File: src/rtl/ulab_sel_ctrl_if.sv
// Control bundle between the multicycle sequencer and the datapath: IR fields and flags in,
// mux selects, ALU op and write enables out. Clock and reset are carried outside as plain ports.
interface ulab_sel_ctrl_if;
   logic [5:0] opcode;
   logic [5:0] funct;
   logic       zero;
   logic [2:0] ula_b_sel;
   logic       ula_a_sel;
   logic [2:0] ula_op;
   logic       pc_write;
   logic       pc_write_cond;
   logic [1:0] pc_src;
   logic       ir_write;
   logic       mem_wr;
   logic       iord;
   logic       reg_write;
   logic       reg_dst;
   logic       mem_to_reg;
   logic       invalid_op;
   logic [4:0] state_dbg;

   modport master (
      input  opcode, funct, zero,
      output ula_b_sel, ula_a_sel, ula_op, pc_write, pc_write_cond, pc_src,
             ir_write, mem_wr, iord, reg_write, reg_dst, mem_to_reg, invalid_op, state_dbg
   );

   modport slave (
      output opcode, funct, zero,
      input  ula_b_sel, ula_a_sel, ula_op, pc_write, pc_write_cond, pc_src,
             ir_write, mem_wr, iord, reg_write, reg_dst, mem_to_reg, invalid_op, state_dbg
   );
endinterface

File: src/rtl/ulab_sel_ctrl.sv
// Multicycle control sequencer (add/sub/and, addi, lui, lw, sw, beq, j) with registered Moore outputs.
// Latency: fetch and memory states last MEM_WAIT cycles, others one; no backpressure, memory waits are a fixed count.
module ulab_sel_ctrl #(
   parameter int MEM_WAIT = 2
) (
   input  logic            clk,
   input  logic            reset,
   ulab_sel_ctrl_if.master bus
);
   localparam logic [2:0] LAST = 3'(MEM_WAIT - 1);

   typedef enum logic [4:0] {
      FETCH    = 5'd0,  DECODE = 5'd1,  EXEC_R   = 5'd2,  WB_R   = 5'd3,
      EXEC_I   = 5'd4,  WB_I   = 5'd5,  EXEC_LUI = 5'd6,  ADDR   = 5'd7,
      MEM_RD   = 5'd8,  WB_LW  = 5'd9,  MEM_WR   = 5'd10, BRANCH = 5'd11,
      JUMP     = 5'd12, HALT   = 5'd13
   } state_t;

   state_t     state_q, state_d;
   logic [2:0] cnt_q, cnt_d;
   logic       invalid_q, invalid_d;
   logic [2:0] b_sel_q, b_sel_d, op_q, op_d;
   logic [1:0] pc_src_q, pc_src_d;
   logic       a_sel_q, a_sel_d, pcw_q, pcw_d, pcwc_q, pcwc_d, irw_q, irw_d;
   logic       mwr_q, mwr_d, iord_q, iord_d, rw_q, rw_d, rdst_q, rdst_d, m2r_q, m2r_d;
   logic       r_ok;
   logic       unused_zero;

   // The zero flag gates the PC load in the datapath, not here.
   assign unused_zero = bus.zero;
   assign r_ok = (bus.funct == 6'b100000) || (bus.funct == 6'b100010) || (bus.funct == 6'b100100);

   always_comb begin
      state_d   = state_q;
      cnt_d     = '0;
      case (state_q)
         FETCH:    if (cnt_q == LAST) state_d = DECODE; else cnt_d = cnt_q + 3'd1;
         DECODE: begin
            case (bus.opcode)
               6'b000000: state_d = r_ok ? EXEC_R : HALT;
               6'b001000: state_d = EXEC_I;
               6'b001111: state_d = EXEC_LUI;
               6'b100011,
               6'b101011: state_d = ADDR;
               6'b000100: state_d = BRANCH;
               6'b000010: state_d = JUMP;
               default:   state_d = HALT;
            endcase
         end
         EXEC_R:   state_d = WB_R;
         EXEC_I:   state_d = WB_I;
         EXEC_LUI: state_d = WB_I;
         ADDR:     state_d = (bus.opcode == 6'b100011) ? MEM_RD : MEM_WR;
         MEM_RD:   if (cnt_q == LAST) state_d = WB_LW; else cnt_d = cnt_q + 3'd1;
         MEM_WR:   if (cnt_q == LAST) state_d = FETCH; else cnt_d = cnt_q + 3'd1;
         HALT:     state_d = HALT;
         default:  state_d = FETCH;
      endcase
      invalid_d = invalid_q | (state_d == HALT);
   end

   // Outputs are decoded from the state being entered so the registers line up with state_q.
   always_comb begin
      b_sel_d  = 3'b000;
      a_sel_d  = 1'b0;
      op_d     = 3'b001;
      pc_src_d = 2'b00;
      pcw_d    = 1'b0;
      pcwc_d   = 1'b0;
      irw_d    = 1'b0;
      mwr_d    = 1'b0;
      iord_d   = 1'b0;
      rw_d     = 1'b0;
      rdst_d   = 1'b0;
      m2r_d    = 1'b0;
      case (state_d)
         FETCH: begin
            irw_d = (cnt_d == LAST);
            pcw_d = (cnt_d == LAST);
         end
         DECODE:   b_sel_d = 3'b100;
         EXEC_R: begin
            a_sel_d = 1'b1;
            b_sel_d = 3'b001;
            if (bus.funct == 6'b100010)      op_d = 3'b010;
            else if (bus.funct == 6'b100100) op_d = 3'b011;
         end
         WB_R: begin
            rw_d   = 1'b1;
            rdst_d = 1'b1;
         end
         EXEC_I, ADDR: begin
            a_sel_d = 1'b1;
            b_sel_d = 3'b010;
         end
         WB_I:     rw_d = 1'b1;
         EXEC_LUI: begin
            b_sel_d = 3'b101;
            op_d    = 3'b000;
         end
         MEM_RD:   iord_d = 1'b1;
         WB_LW: begin
            rw_d  = 1'b1;
            m2r_d = 1'b1;
         end
         MEM_WR: begin
            iord_d = 1'b1;
            mwr_d  = 1'b1;
         end
         BRANCH: begin
            a_sel_d  = 1'b1;
            b_sel_d  = 3'b001;
            op_d     = 3'b010;
            pcwc_d   = 1'b1;
            pc_src_d = 2'b01;
         end
         JUMP: begin
            pcw_d    = 1'b1;
            pc_src_d = 2'b10;
         end
         default: ;
      endcase
   end

   always_ff @(posedge clk or negedge reset) begin
      if (!reset) begin
         state_q   <= FETCH;
         cnt_q     <= '0;
         invalid_q <= 1'b0;
         b_sel_q   <= 3'b000;
         a_sel_q   <= 1'b0;
         op_q      <= 3'b001;
         pc_src_q  <= 2'b00;
         pcw_q     <= 1'b0;
         pcwc_q    <= 1'b0;
         irw_q     <= 1'b0;
         mwr_q     <= 1'b0;
         iord_q    <= 1'b0;
         rw_q      <= 1'b0;
         rdst_q    <= 1'b0;
         m2r_q     <= 1'b0;
      end else begin
         state_q   <= state_d;
         cnt_q     <= cnt_d;
         invalid_q <= invalid_d;
         b_sel_q   <= b_sel_d;
         a_sel_q   <= a_sel_d;
         op_q      <= op_d;
         pc_src_q  <= pc_src_d;
         pcw_q     <= pcw_d;
         pcwc_q    <= pcwc_d;
         irw_q     <= irw_d;
         mwr_q     <= mwr_d;
         iord_q    <= iord_d;
         rw_q      <= rw_d;
         rdst_q    <= rdst_d;
         m2r_q     <= m2r_d;
      end
   end

   assign bus.ula_b_sel     = b_sel_q;
   assign bus.ula_a_sel     = a_sel_q;
   assign bus.ula_op        = op_q;
   assign bus.pc_src        = pc_src_q;
   assign bus.pc_write      = pcw_q;
   assign bus.pc_write_cond = pcwc_q;
   assign bus.ir_write      = irw_q;
   assign bus.mem_wr        = mwr_q;
   assign bus.iord          = iord_q;
   assign bus.reg_write     = rw_q;
   assign bus.reg_dst       = rdst_q;
   assign bus.mem_to_reg    = m2r_q;
   assign bus.invalid_op    = invalid_q;
   assign bus.state_dbg     = state_q;
endmodule

File: src/flat_wrapper.sv
// flat-port wrapper written by rule: the top's interface ports become plain ports
module ulab_sel_ctrl_flat 
#(
   parameter int MEM_WAIT = 2
)
  (clk, reset, bus_opcode, bus_funct, bus_zero, bus_ula_b_sel, bus_ula_a_sel, bus_ula_op, bus_pc_write, bus_pc_write_cond, bus_pc_src, bus_ir_write, bus_mem_wr, bus_iord, bus_reg_write, bus_reg_dst, bus_mem_to_reg, bus_invalid_op, bus_state_dbg);
  ulab_sel_ctrl_if bus_i ();
  input  logic clk;
  input  logic reset;
  input wire logic [$bits(bus_i.opcode)-1:0] bus_opcode;
  input wire logic [$bits(bus_i.funct)-1:0] bus_funct;
  input wire logic [$bits(bus_i.zero)-1:0] bus_zero;
  output wire logic [$bits(bus_i.ula_b_sel)-1:0] bus_ula_b_sel;
  output wire logic [$bits(bus_i.ula_a_sel)-1:0] bus_ula_a_sel;
  output wire logic [$bits(bus_i.ula_op)-1:0] bus_ula_op;
  output wire logic [$bits(bus_i.pc_write)-1:0] bus_pc_write;
  output wire logic [$bits(bus_i.pc_write_cond)-1:0] bus_pc_write_cond;
  output wire logic [$bits(bus_i.pc_src)-1:0] bus_pc_src;
  output wire logic [$bits(bus_i.ir_write)-1:0] bus_ir_write;
  output wire logic [$bits(bus_i.mem_wr)-1:0] bus_mem_wr;
  output wire logic [$bits(bus_i.iord)-1:0] bus_iord;
  output wire logic [$bits(bus_i.reg_write)-1:0] bus_reg_write;
  output wire logic [$bits(bus_i.reg_dst)-1:0] bus_reg_dst;
  output wire logic [$bits(bus_i.mem_to_reg)-1:0] bus_mem_to_reg;
  output wire logic [$bits(bus_i.invalid_op)-1:0] bus_invalid_op;
  output wire logic [$bits(bus_i.state_dbg)-1:0] bus_state_dbg;
  assign bus_i.opcode = bus_opcode;
  assign bus_i.funct = bus_funct;
  assign bus_i.zero = bus_zero;
  assign bus_ula_b_sel = bus_i.ula_b_sel;
  assign bus_ula_a_sel = bus_i.ula_a_sel;
  assign bus_ula_op = bus_i.ula_op;
  assign bus_pc_write = bus_i.pc_write;
  assign bus_pc_write_cond = bus_i.pc_write_cond;
  assign bus_pc_src = bus_i.pc_src;
  assign bus_ir_write = bus_i.ir_write;
  assign bus_mem_wr = bus_i.mem_wr;
  assign bus_iord = bus_i.iord;
  assign bus_reg_write = bus_i.reg_write;
  assign bus_reg_dst = bus_i.reg_dst;
  assign bus_mem_to_reg = bus_i.mem_to_reg;
  assign bus_invalid_op = bus_i.invalid_op;
  assign bus_state_dbg = bus_i.state_dbg;
  ulab_sel_ctrl #(.MEM_WAIT(MEM_WAIT)) u_core (.clk(clk), .reset(reset), .bus(bus_i));
endmodule
File: config.mk
export PLATFORM = sky130hd
export DESIGN_NAME = ulab_sel_ctrl_flat
export DESIGN_NICKNAME = d
export VERILOG_FILES = /design/src/rtl/ulab_sel_ctrl_if.sv /design/src/rtl/ulab_sel_ctrl.sv /design/src/flat_wrapper.sv
export SDC_FILE = /design/constraint.sdc
export NUM_CORES = 1
export LEC_CHECK = 0
export BUFFER_PORTS_ARGS = -buffer_cell sky130_fd_sc_hd__buf_2
export CORE_MARGIN = 8
export CORE_UTILIZATION = 35
export DETAILED_ROUTE_END_ITERATION = 10
export GPL_ROUTABILITY_DRIVEN = 0
export GPL_TIMING_DRIVEN = 0
export SYNTH_ARGS = -nofsm -noshare
export SYNTH_HDL_FRONTEND = slang
export SYNTH_SLANG_ARGS = --single-unit
File: constraint.sdc
create_clock -name clk -period 4.3 [get_ports clk]
set_input_delay 0.86 -clock clk [delete_from_list [all_inputs] [get_ports clk]]
set_output_delay 0.86 -clock clk [all_outputs]
set_load 0.005 [all_outputs]
=== Yosys cells after proc, flatten, opt, wreduce, memory -nomap -nowiden ===
Index checks and enable logic that the tools add are counted.

* Bits in registers: 26
* Input port bits: 15
* Logic and storage cells: 85

* Add/subtract/negate cells: 1
* Eq/ne operators: 32
* Multiplexer cells: 23
* Bitwise operators: 1
* Reductions and logical operators: 13

{| class="wikitable"
|+ Operator list
! cell !! number
|-
| $eq A5 B4 Y1 const B || 9
|-
| $pmux W5 S8 || 1
|-
| $eq A5 B3 Y1 const B || 7
|-
| $eq A6 B6 Y1 const B || 5
|-
| $pmux W5 S6 || 1
|-
| $eq A5 B2 Y1 const B || 3
|-
| $mux W5 || 3
|-
| $eq A6 B4 Y1 const B || 2
|-
| $pmux W3 S4 || 1
|-
| $eq A5 B1 Y1 const B || 2
|-
| $logic_not A5 Y1 || 2
|-
| $reduce_or A2 Y1 || 5
|-
| $mux W3 || 3
|-
| $pmux W3 S3 || 1
|-
| $mux W1 || 8
|-
| $eq A3 B1 Y1 const B || 2
|-
| $eq A6 B2 Y1 const B || 1
|-
| $eq A6 B3 Y1 const B || 1
|-
| $logic_not A6 Y1 || 1
|-
| $reduce_or A3 Y1 || 2
|-
| $mux W2 || 2
|-
| $mux W4 || 1
|-
| $pmux W2 S2 || 1
|-
| $reduce_or A4 Y1 || 1
|-
| 4 further kinds || 5
|}

=== Depth between registers and ports, before layout ===
Gate-level depths: netlist (run 1).

* Depth after elaboration: 9
* Depth in mapped cells: 9
* Depth with buffers taken out: 7

=== Least setup slack after synthesis (run 1) ===
Ideal clock, no wire load.

* Path type: input-to-reg
* Start point: input port bus_opcode[3]
* End point: register u_core.op_q[1], in the netlist u_core.bus.ula_op[1]
* Setup time: 77 ps
* Data arrival time: 2564 ps
* Slack: 1659 ps
* Stages: 7
* Buffers on the path: 1
* Cells stage by stage: buf_6 maj3_2 nor4_2 nor2_2 o31a_1 or4_1 a21oi_1

* Word-level cells in the longest chain between the ends: 6
* Elaborated cells between the ends (all ways): 15
* Those cells by class: 9 x eq/ne; 4 x mux; 2 x reduce/logical

{| class="wikitable"
|+ RTL lines
! item !! line !! RTL
|-
| from (decl) || flat_wrapper.sv:10 || <nowiki>input wire logic [$bits(bus_i.opcode)-1:0] bus_opcode;</nowiki>
|-
| $eq A6 B6 Y1 (on tied branches) || ulab_sel_ctrl.sv:39, ulab_sel_ctrl.sv:53 ||
|-
| $reduce_or A2 Y1 || ulab_sel_ctrl.sv:39 || <nowiki>case (bus.opcode)</nowiki>
|-
| $pmux W5 S6 || ulab_sel_ctrl.sv:39 ||
|-
| $pmux W5 S8 (*) || ulab_sel_ctrl.sv:36 || <nowiki>case (state_q)</nowiki>
|-
| $eq A5 B4 Y1, or another cell as far along || ulab_sel_ctrl.sv:76 || <nowiki>case (state_d)</nowiki>
|-
| $pmux W3 S3 (*) || ulab_sel_ctrl.sv:76 ||
|-
| net u_core.op_d[1] || ulab_sel_ctrl.sv:22 || <nowiki>logic [2:0] b_sel_q, b_sel_d, op_q, op_d;</nowiki>
|-
| to (signal assigned) || ulab_sel_ctrl.sv:148 || <nowiki>op_q <= op_d;</nowiki>
|-
| to (decl) || ulab_sel_ctrl.sv:22 ||
|}

Mark *: on every way through the listed nets, which the timed path passes. The rest lies on a longest branch.

=== Worst setup path in the final report (run 1) ===
* Start point: input port bus_opcode[2]
* End point: register u_core.op_q[0], in the netlist u_core.bus.ula_op[0]

* Word-level cells in the longest chain between the ends: 6
* Elaborated cells between the ends (all ways): 15
* Those cells by class: 9 x eq/ne; 4 x mux; 2 x reduce/logical

{| class="wikitable"
|+ RTL lines
! item !! line !! RTL
|-
| $eq A6 B6 Y1 || ulab_sel_ctrl.sv:39 ||
|-
| $reduce_or A2 Y1 || ulab_sel_ctrl.sv:39 ||
|-
| $pmux W5 S6 (*) || ulab_sel_ctrl.sv:39 ||
|-
| $pmux W5 S8 (*) || ulab_sel_ctrl.sv:36 ||
|-
| net u_core.state_d[2] || ulab_sel_ctrl.sv:19 || <nowiki>state_t state_q, state_d;</nowiki>
|-
| $eq A5 B4 Y1, or another cell as far along || ulab_sel_ctrl.sv:76 ||
|-
| $pmux W3 S3 (*) || ulab_sel_ctrl.sv:76 ||
|-
| net u_core.op_d[0] || ulab_sel_ctrl.sv:22 ||
|}

Marked as above.

==> results.cfg, run 1 <==
[status]
status = finished clean

[timing]
setup_repair_after_global_routing_missed_its_margin = no
setup_viol_count_final = 0
maxSlewViolCount = 0
max_slew_margin = 0.555
clock-skew-final_ns = 0.00420
final.hold.worst_slack_ns = 0.481
setup_tns_ns = 0
fmaxAchievable_ghz = 0.382
worst_pin_slew_ns = 0.661
timing.final.crit_share = 0.609
finalCriticalPeriod_ns = 2.62
hold_viol = 0

[floorplanning]
io-pin-count = 38
die_width_um = 79.3
dieHeight_um = 79.3
row_count = 23
floorplan.initialDensity = 0.356
die-area_um2 = 6290
core_area_um2 = 3940

[logic_synthesis]
netlist.top_cell.by_area = sky130_fd_sc_hd__dfrtp_1
yosys.cell_types.count = 57
fraction_of_the_mapped_netlist_area_in_adder_cells = 0.00802
post-synth-top-count-cell = sky130_fd_sc_hd__dfrtp_1
synth_top_family_by_area = compound AO/OA/AOI/OAI gates
synthFlopType = sky130_fd_sc_hd__dfrtp_1
register_area_share_after_synthesis = 0.447
async_flop_share = 1.00
mapped_area_um2 = 1400
syn_avg_cell_area_um2 = 10.3
synth.mux.area_fraction = 0
synth_compound_gate_area_share = 0.233
synth.ff_latch_count = 25
synth_xor_area_frac = 0.0312
netlist_instances = 136
synth_enable_flop_cells = 0
yosysTopAreaCellShare = 0.428
total_of_warnings_raised_by_yosys = 0
netlist_top_cells_count = 24 x sky130_fd_sc_hd__dfrtp_1, 9 x sky130_fd_sc_hd__nor2_1, 7 x sky130_fd_sc_hd__nand2_1, 6 x sky130_fd_sc_hd__nor3_1, 6 x sky130_fd_sc_hd__o21ai_0
yosys-top-cells-area = sky130_fd_sc_hd__dfrtp_1 43%, sky130_fd_sc_hd__nand3b_1 2.7%, sky130_fd_sc_hd__xor2_1 2.5%
synth_simple_gate_area_frac = 0.227

[layout]
antenna-diode-count = 0
sequential_area_um2 = 627
syn_to_final_growth_pct = 20.3
number_of_fillers_in_the_final_layout = 416
total_nets_final = 191
multi_input_comb_area_um2 = 708
largest_register_ff_count = 5
post_route_cells_drive_above_1_share = 0.314

[clocking]
post_cts_hold_buffers = 0
cts_setup_buffers = 0
cts_inserted_buffers = 3
tritoncts = done
cts.reportedPaths.clkPinSlew_ns = 0.09
htreeDepth = 1
ctsLongestPathBuffers = 2
cts_root_buf = sky130_fd_sc_hd__clkbuf_8
postCtsResizedCells = 0
clkSinkCount = 25
clk_latency_ns = 0.26

[routing]
drcViolationCount = 0
first_pass_iters = 4
drt-initial-drc-count = 37
route.final.wire_length_um = 3120
wl_per_cell_um = 13.9
number_of_vias_in_the_routed_layout = 1159
drt-vias-per-instance = 5.15
ant_nets = 0

[setup_path]
ff2ff_setup_slack_ns = 2.06
critical-path-top-delay-family = compound AO/OA/AOI/OAI gates
endpoint_kind = flop
crit_buf_inv = 3
r2r-start = u_core.bus.state_dbg[1]
required_ns = 4.47
crit_path_max_incr_delay_ns = 0.46
setup.worst_path.start = bus_opcode[2]
cp_cell_sequence = buf_2, buf_6, nand3b_1, a211oi_2, nor2_2, a221oi_4, inv_2, a211oi_1, o21ai_0
startpoint_type = primary input
worstPathMaxFanout = 10
criticalPathCategory = in2reg
worstPathArrival_ns = 2.79
crit_slowest_cell = sky130_fd_sc_hd__a221oi_4

[pwr]
switchingPower_mw = 0.276
p_leak_nw = 0.789
cellInternalPower_mw = 0.468
fraction_of_power_consumed_by_sequential_logic = 0.404
clock_network_fraction_of_design_power = 0.182
power_per_cell_area_nw_per_um2 = 441
vdd_ir_drop_max_uv = 147
gate_power_share = 0.414
sw_frac_of_total = 0.371

[place]
count_of_buffers_inserted_at_the_top_level_ports = 34
dp_hpwl_um = 2420

[grt]
maximum_number_of_pins_on_one_net_before_global_route_repair = 26
global_route.usage.total = 0.103
vias_in_the_first_global_route = 1167
global_route_wire_length_before_repair_um = 5400
global_route.overflow_total = 0
number_of_antenna_violations_at_the_first_check_in_global_routing = 0

[run]
drv.max_cap_violation_count = 0

[worst_hold_path]
holdCritPathClass = reg2reg
worst_hold_start = u_core.bus.invalid_op
-- cells by family (layout without fill, tap and decap cells) --
family	Yosys count	count (layout)
flops	25	25
other cells	1	2
compound gates	38	38
fa+ha+maj	1	1
simple gates	52	52
buf+inv	14	52
xor+xnor	5	5
-- per-stage QoR --
stage	std cells	util	cell area, um2	total power, mW	setup slack [ns]
2_1_floorplan	137	-	1410	0.513	1.66
3_3_place_gp	221	0.416	1640	0.607	1.42
3_5_place_dp	221	0.416	1640	0.614	1.40
4_1_cts	225	0.428	1690	0.755	1.68
5_1_grt	225	0.428	1690	0.809	1.48
6_report	225	0.428	1690	0.744	1.68
-- area by class of cell --
type                            count  share of cell area
Multi-Input combinational cell     98               0.419
Sequential cell                    25               0.371
Timing Repair Buffer               34               0.101
Tap cell                           50              0.0370
Buffer                              8              0.0296
Clock buffer                        3              0.0244
Inverter                            6              0.0133
Clock inverter                      1             0.00444
-- worst register-to-register path: stages (launching register included) --
cell	delay, ns
sky130_fd_sc_hd__dfrtp_1	0.48
sky130_fd_sc_hd__nor2_1	0.25
sky130_fd_sc_hd__and3_1	0.18
sky130_fd_sc_hd__clkbuf_1	0.32
sky130_fd_sc_hd__a211o_1	0.20
sky130_fd_sc_hd__clkbuf_1	0.34
sky130_fd_sc_hd__o21ai_0	0.16
sky130_fd_sc_hd__a211oi_1	0.23
-- power groups by stage --
stage | combinational, mW | sequential, mW | clock, mW
3_3_place_gp | 0.303 | 0.304 | 0
6_report | 0.308 | 0.300 | 0.136
5_1_grt | 0.348 | 0.307 | 0.153
3_5_place_dp | 0.309 | 0.305 | 0
4_1_cts | 0.311 | 0.301 | 0.143
2_1_floorplan | 0.205 | 0.308 | 0
-- cell usage in the layout, fill, tap and decap left out, types with 2 or more instances in the layout --
cell,instances
sky130_fd_sc_hd__o21ai_0,6
sky130_fd_sc_hd__clkbuf_8,3
sky130_fd_sc_hd__buf_2,35
sky130_fd_sc_hd__nand2b_1,2
sky130_fd_sc_hd__nor3b_1,2
sky130_fd_sc_hd__nand3_1,4
sky130_fd_sc_hd__nand2_1,7
sky130_fd_sc_hd__o211ai_1,3
sky130_fd_sc_hd__inv_2,2
sky130_fd_sc_hd__inv_1,4
sky130_fd_sc_hd__nand3b_1,5
sky130_fd_sc_hd__a21o_1,2
sky130_fd_sc_hd__a211o_1,2
sky130_fd_sc_hd__conb_1,2
sky130_fd_sc_hd__buf_6,2
sky130_fd_sc_hd__a311oi_1,2
sky130_fd_sc_hd__or4_1,3
sky130_fd_sc_hd__a211oi_1,2
sky130_fd_sc_hd__clkbuf_1,4
sky130_fd_sc_hd__xor2_1,4
sky130_fd_sc_hd__nor2_1,9
sky130_fd_sc_hd__nor3_1,6
sky130_fd_sc_hd__a21oi_1,3
sky130_fd_sc_hd__dfrtp_1,24
sky130_fd_sc_hd__o21a_1,2
sky130_fd_sc_hd__or3_1,2
-- per-layer routing --
layer  GRT usage  vias up  part of all wire
met5           0        -                 0
met3      0.0248        2             0.064
li1            -      584                 -
met4      0.0463        0            0.0096
met2       0.168       28              0.48
met1       0.125      545              0.44
-- path summary, 6_finish.rpt --
| kind | endpoint | depth (start not counted) |
|---|---|---|
| max in group asynchronous | u_core.bus.ula_op[0] | 1 |
| setup / recovery | u_core.bus.ula_op[0] | 9 |
| setup reg to reg | u_core.bus.ula_b_sel[1] | 7 |
| hold / removal | u_core.bus.invalid_op | 1 |
| hold reg to reg | u_core.bus.invalid_op | 1 |
| min in group asynchronous | u_core.bus.ir_write | 1 |
(Power assumes the default switching activity.)
==> run 2: changes to the inputs <==
==> constraint.sdc (replaced) <==
create_clock -name clk -period 2.25 [get_ports clk]
set_input_delay 0.45 -clock clk [delete_from_list [all_inputs] [get_ports clk]]
set_output_delay 0.45 -clock clk [all_outputs]
set_load 0.005 [all_outputs]
==> results.cfg, run 2 (synthesis results as in run 1) <==
[pwr]
p_leak_nw = 0.823
vdd_ir_drop_max_uv = 332
power_per_cell_area_nw_per_um2 = 841

[setup_path]
startpoint_type = primary input
required_ns = 2.43
crit_path_max_incr_delay_ns = 0.41
worst_r2r_endpoint = u_core.bus.ula_op[0]
crit_slowest_cell = sky130_fd_sc_hd__or3_1
reg2regPathDepth = 7
worstPathMaxFanout = 10
worstPathArrival_ns = 2.37
cp_cell_sequence = buf_2, buf_6, nand3b_1, a211oi_4, nor2_4, o31a_1, or3_1, a211oi_1
r2r-start = u_core.bus.state_dbg[1]
ff2ff_setup_slack_ns = 0.16
endpoint_kind = flop
criticalPathCategory = in2reg

[layout]
multi_input_comb_area_um2 = 761
antenna-diode-count = 0
layout.cells.most_common = sky130_fd_sc_hd__buf_2
post_route_cells_drive_above_1_share = 0.385
total_nets_final = 195
largest_register_ff_count = 5
final_core_utilization = 0.452
sequential_area_um2 = 628
number_of_fillers_in_the_final_layout = 401
syn_to_final_growth_pct = 26.9
most-common-layout-cells = 35 x sky130_fd_sc_hd__buf_2, 23 x sky130_fd_sc_hd__dfrtp_1, 9 x sky130_fd_sc_hd__nor2_1

[routing]
drcViolationCount = 0
drt-initial-drc-count = 29
number_of_vias_in_the_routed_layout = 1179
ant_nets = 0
wl_per_cell_um = 14.0
first_pass_iters = 4
drt-vias-per-instance = 5.15
route.final.wire_length_um = 3210

[clocking]
tritoncts = done
clkSinkCount = 25
cts_inserted_buffers = 3
cts.reportedPaths.clkPinSlew_ns = 0.09
clk_latency_ns = 0.26
cts_root_buf = sky130_fd_sc_hd__clkbuf_8
htreeDepth = 1
ctsLongestPathBuffers = 2

[floorplanning]
io-pin-count = 38
row_count = 23
floorplan.initialDensity = 0.356
dieHeight_um = 79.3
die_width_um = 79.3
core_area_um2 = 3940
die-area_um2 = 6290

[timing]
fmaxAchievable_ghz = 0.456
finalCriticalPeriod_ns = 2.19
max_slew_margin = 0.641
maxSlewViolCount = 0
setup_repair_after_global_routing_missed_its_margin = yes
clock-skew-final_ns = 0.00547
finalWorstSetupSlack_ns = 0.0552
hold_viol = 0
worst_pin_slew_ns = 0.539
setup_viol_count_final = 0
timing.final.crit_share = 0.975

[grt]
global_route.overflow_total = 0
global_route_wire_length_before_repair_um = 5400
vias_in_the_first_global_route = 1167
maximum_number_of_pins_on_one_net_before_global_route_repair = 26
global_route.usage.total = 0.103
number_of_antenna_violations_at_the_first_check_in_global_routing = 0

[status]
status = finished clean

[worst_hold_path]
holdCritPathClass = in2async

[run]
drv.max_cap_violation_count = 0

[place]
placement.setup.worst_slack_ns = -0.243
dp_hpwl_um = 2420
count_of_buffers_inserted_at_the_top_level_ports = 34
[run 2: cell types whose count changed in the layout (fill, tap and decap cells not counted), sizes merged]
cell	change
buf	+5
clkbuf	-1
[run 2: power breakdown]
| part | internal, mW | leakage (nW) | switching [mW] |
|---|---|---|---|
| Sequential | 0.530 | 0.334 | 0.0674 |
| Clock | 0.125 | 0.0217 | 0.136 |
| Combinational | 0.290 | 0.467 | 0.351 |
[run 2: critical path, delay by kind of cell]
kind / cells / cell delay, ns
AOI/OAI and AO/OA: 3 / 0.95
and+or+nand+nor: 3 / 0.71
buffers and inverters: 2 / 0.26
[run 2: what timing repair did]
action                                  CTS  global route
endpoints found under the hold margin     0             0
buffers inserted                          0             5
gates resized for setup                   0            15
endpoints found under the setup margin    0            12
hold buffers                              0             0
[run 2: per-stage QoR]
step,power (mW),instances,hold slack [ns],setup TNS [ns],cell area [um2]
6_report,1.50,229,0.160,0,1780
5_1_grt,1.62,229,0.190,-0.0697,1780
4_1_cts,1.44,225,0.173,0,1690
3_5_place_dp,1.17,221,0.465,-1.84,1640
3_3_place_gp,1.16,221,0.456,-1.57,1640
2_1_floorplan,0.980,137,0.154,0,1410
[run 2: how the worst max path moves through the flow]
stage	start	end	depth (start not counted)
final	bus_opcode[2]	u_core.bus.ula_b_sel[1]	8
after floorplan	bus_opcode[3]	u_core.bus.ula_op[1]	7
after global placement	bus_opcode[2]	u_core.bus.ula_op[1]	9
after global routing	bus_opcode[2]	u_core.bus.ula_b_sel[1]	8
after detailed placement	bus_opcode[2]	u_core.bus.ula_op[1]	9
after CTS	u_core.bus.state_dbg[1]	u_core.bus.ula_b_sel[1]	7
[run 2: cell type report]
| type | instances | area share |
|---|---|---|
| flip-flops and latches | 25 | 0.353 |
| well taps | 50 | 0.0351 |
| clock inverters | 1 | 0.00421 |
| multi-input cells | 98 | 0.427 |
| repair buffers | 39 | 0.117 |
| inverters | 6 | 0.0140 |
| clock buffers | 3 | 0.0232 |
| plain buffers | 7 | 0.0274 |
[run 2: metal layers]
layer  track usage  part of all wire  up-vias
met2         0.168              0.48       24
met3        0.0248             0.058        2
li1              -                 -      592
met1         0.125              0.45      561
met4        0.0463            0.0093        0
met5             0                 0        -
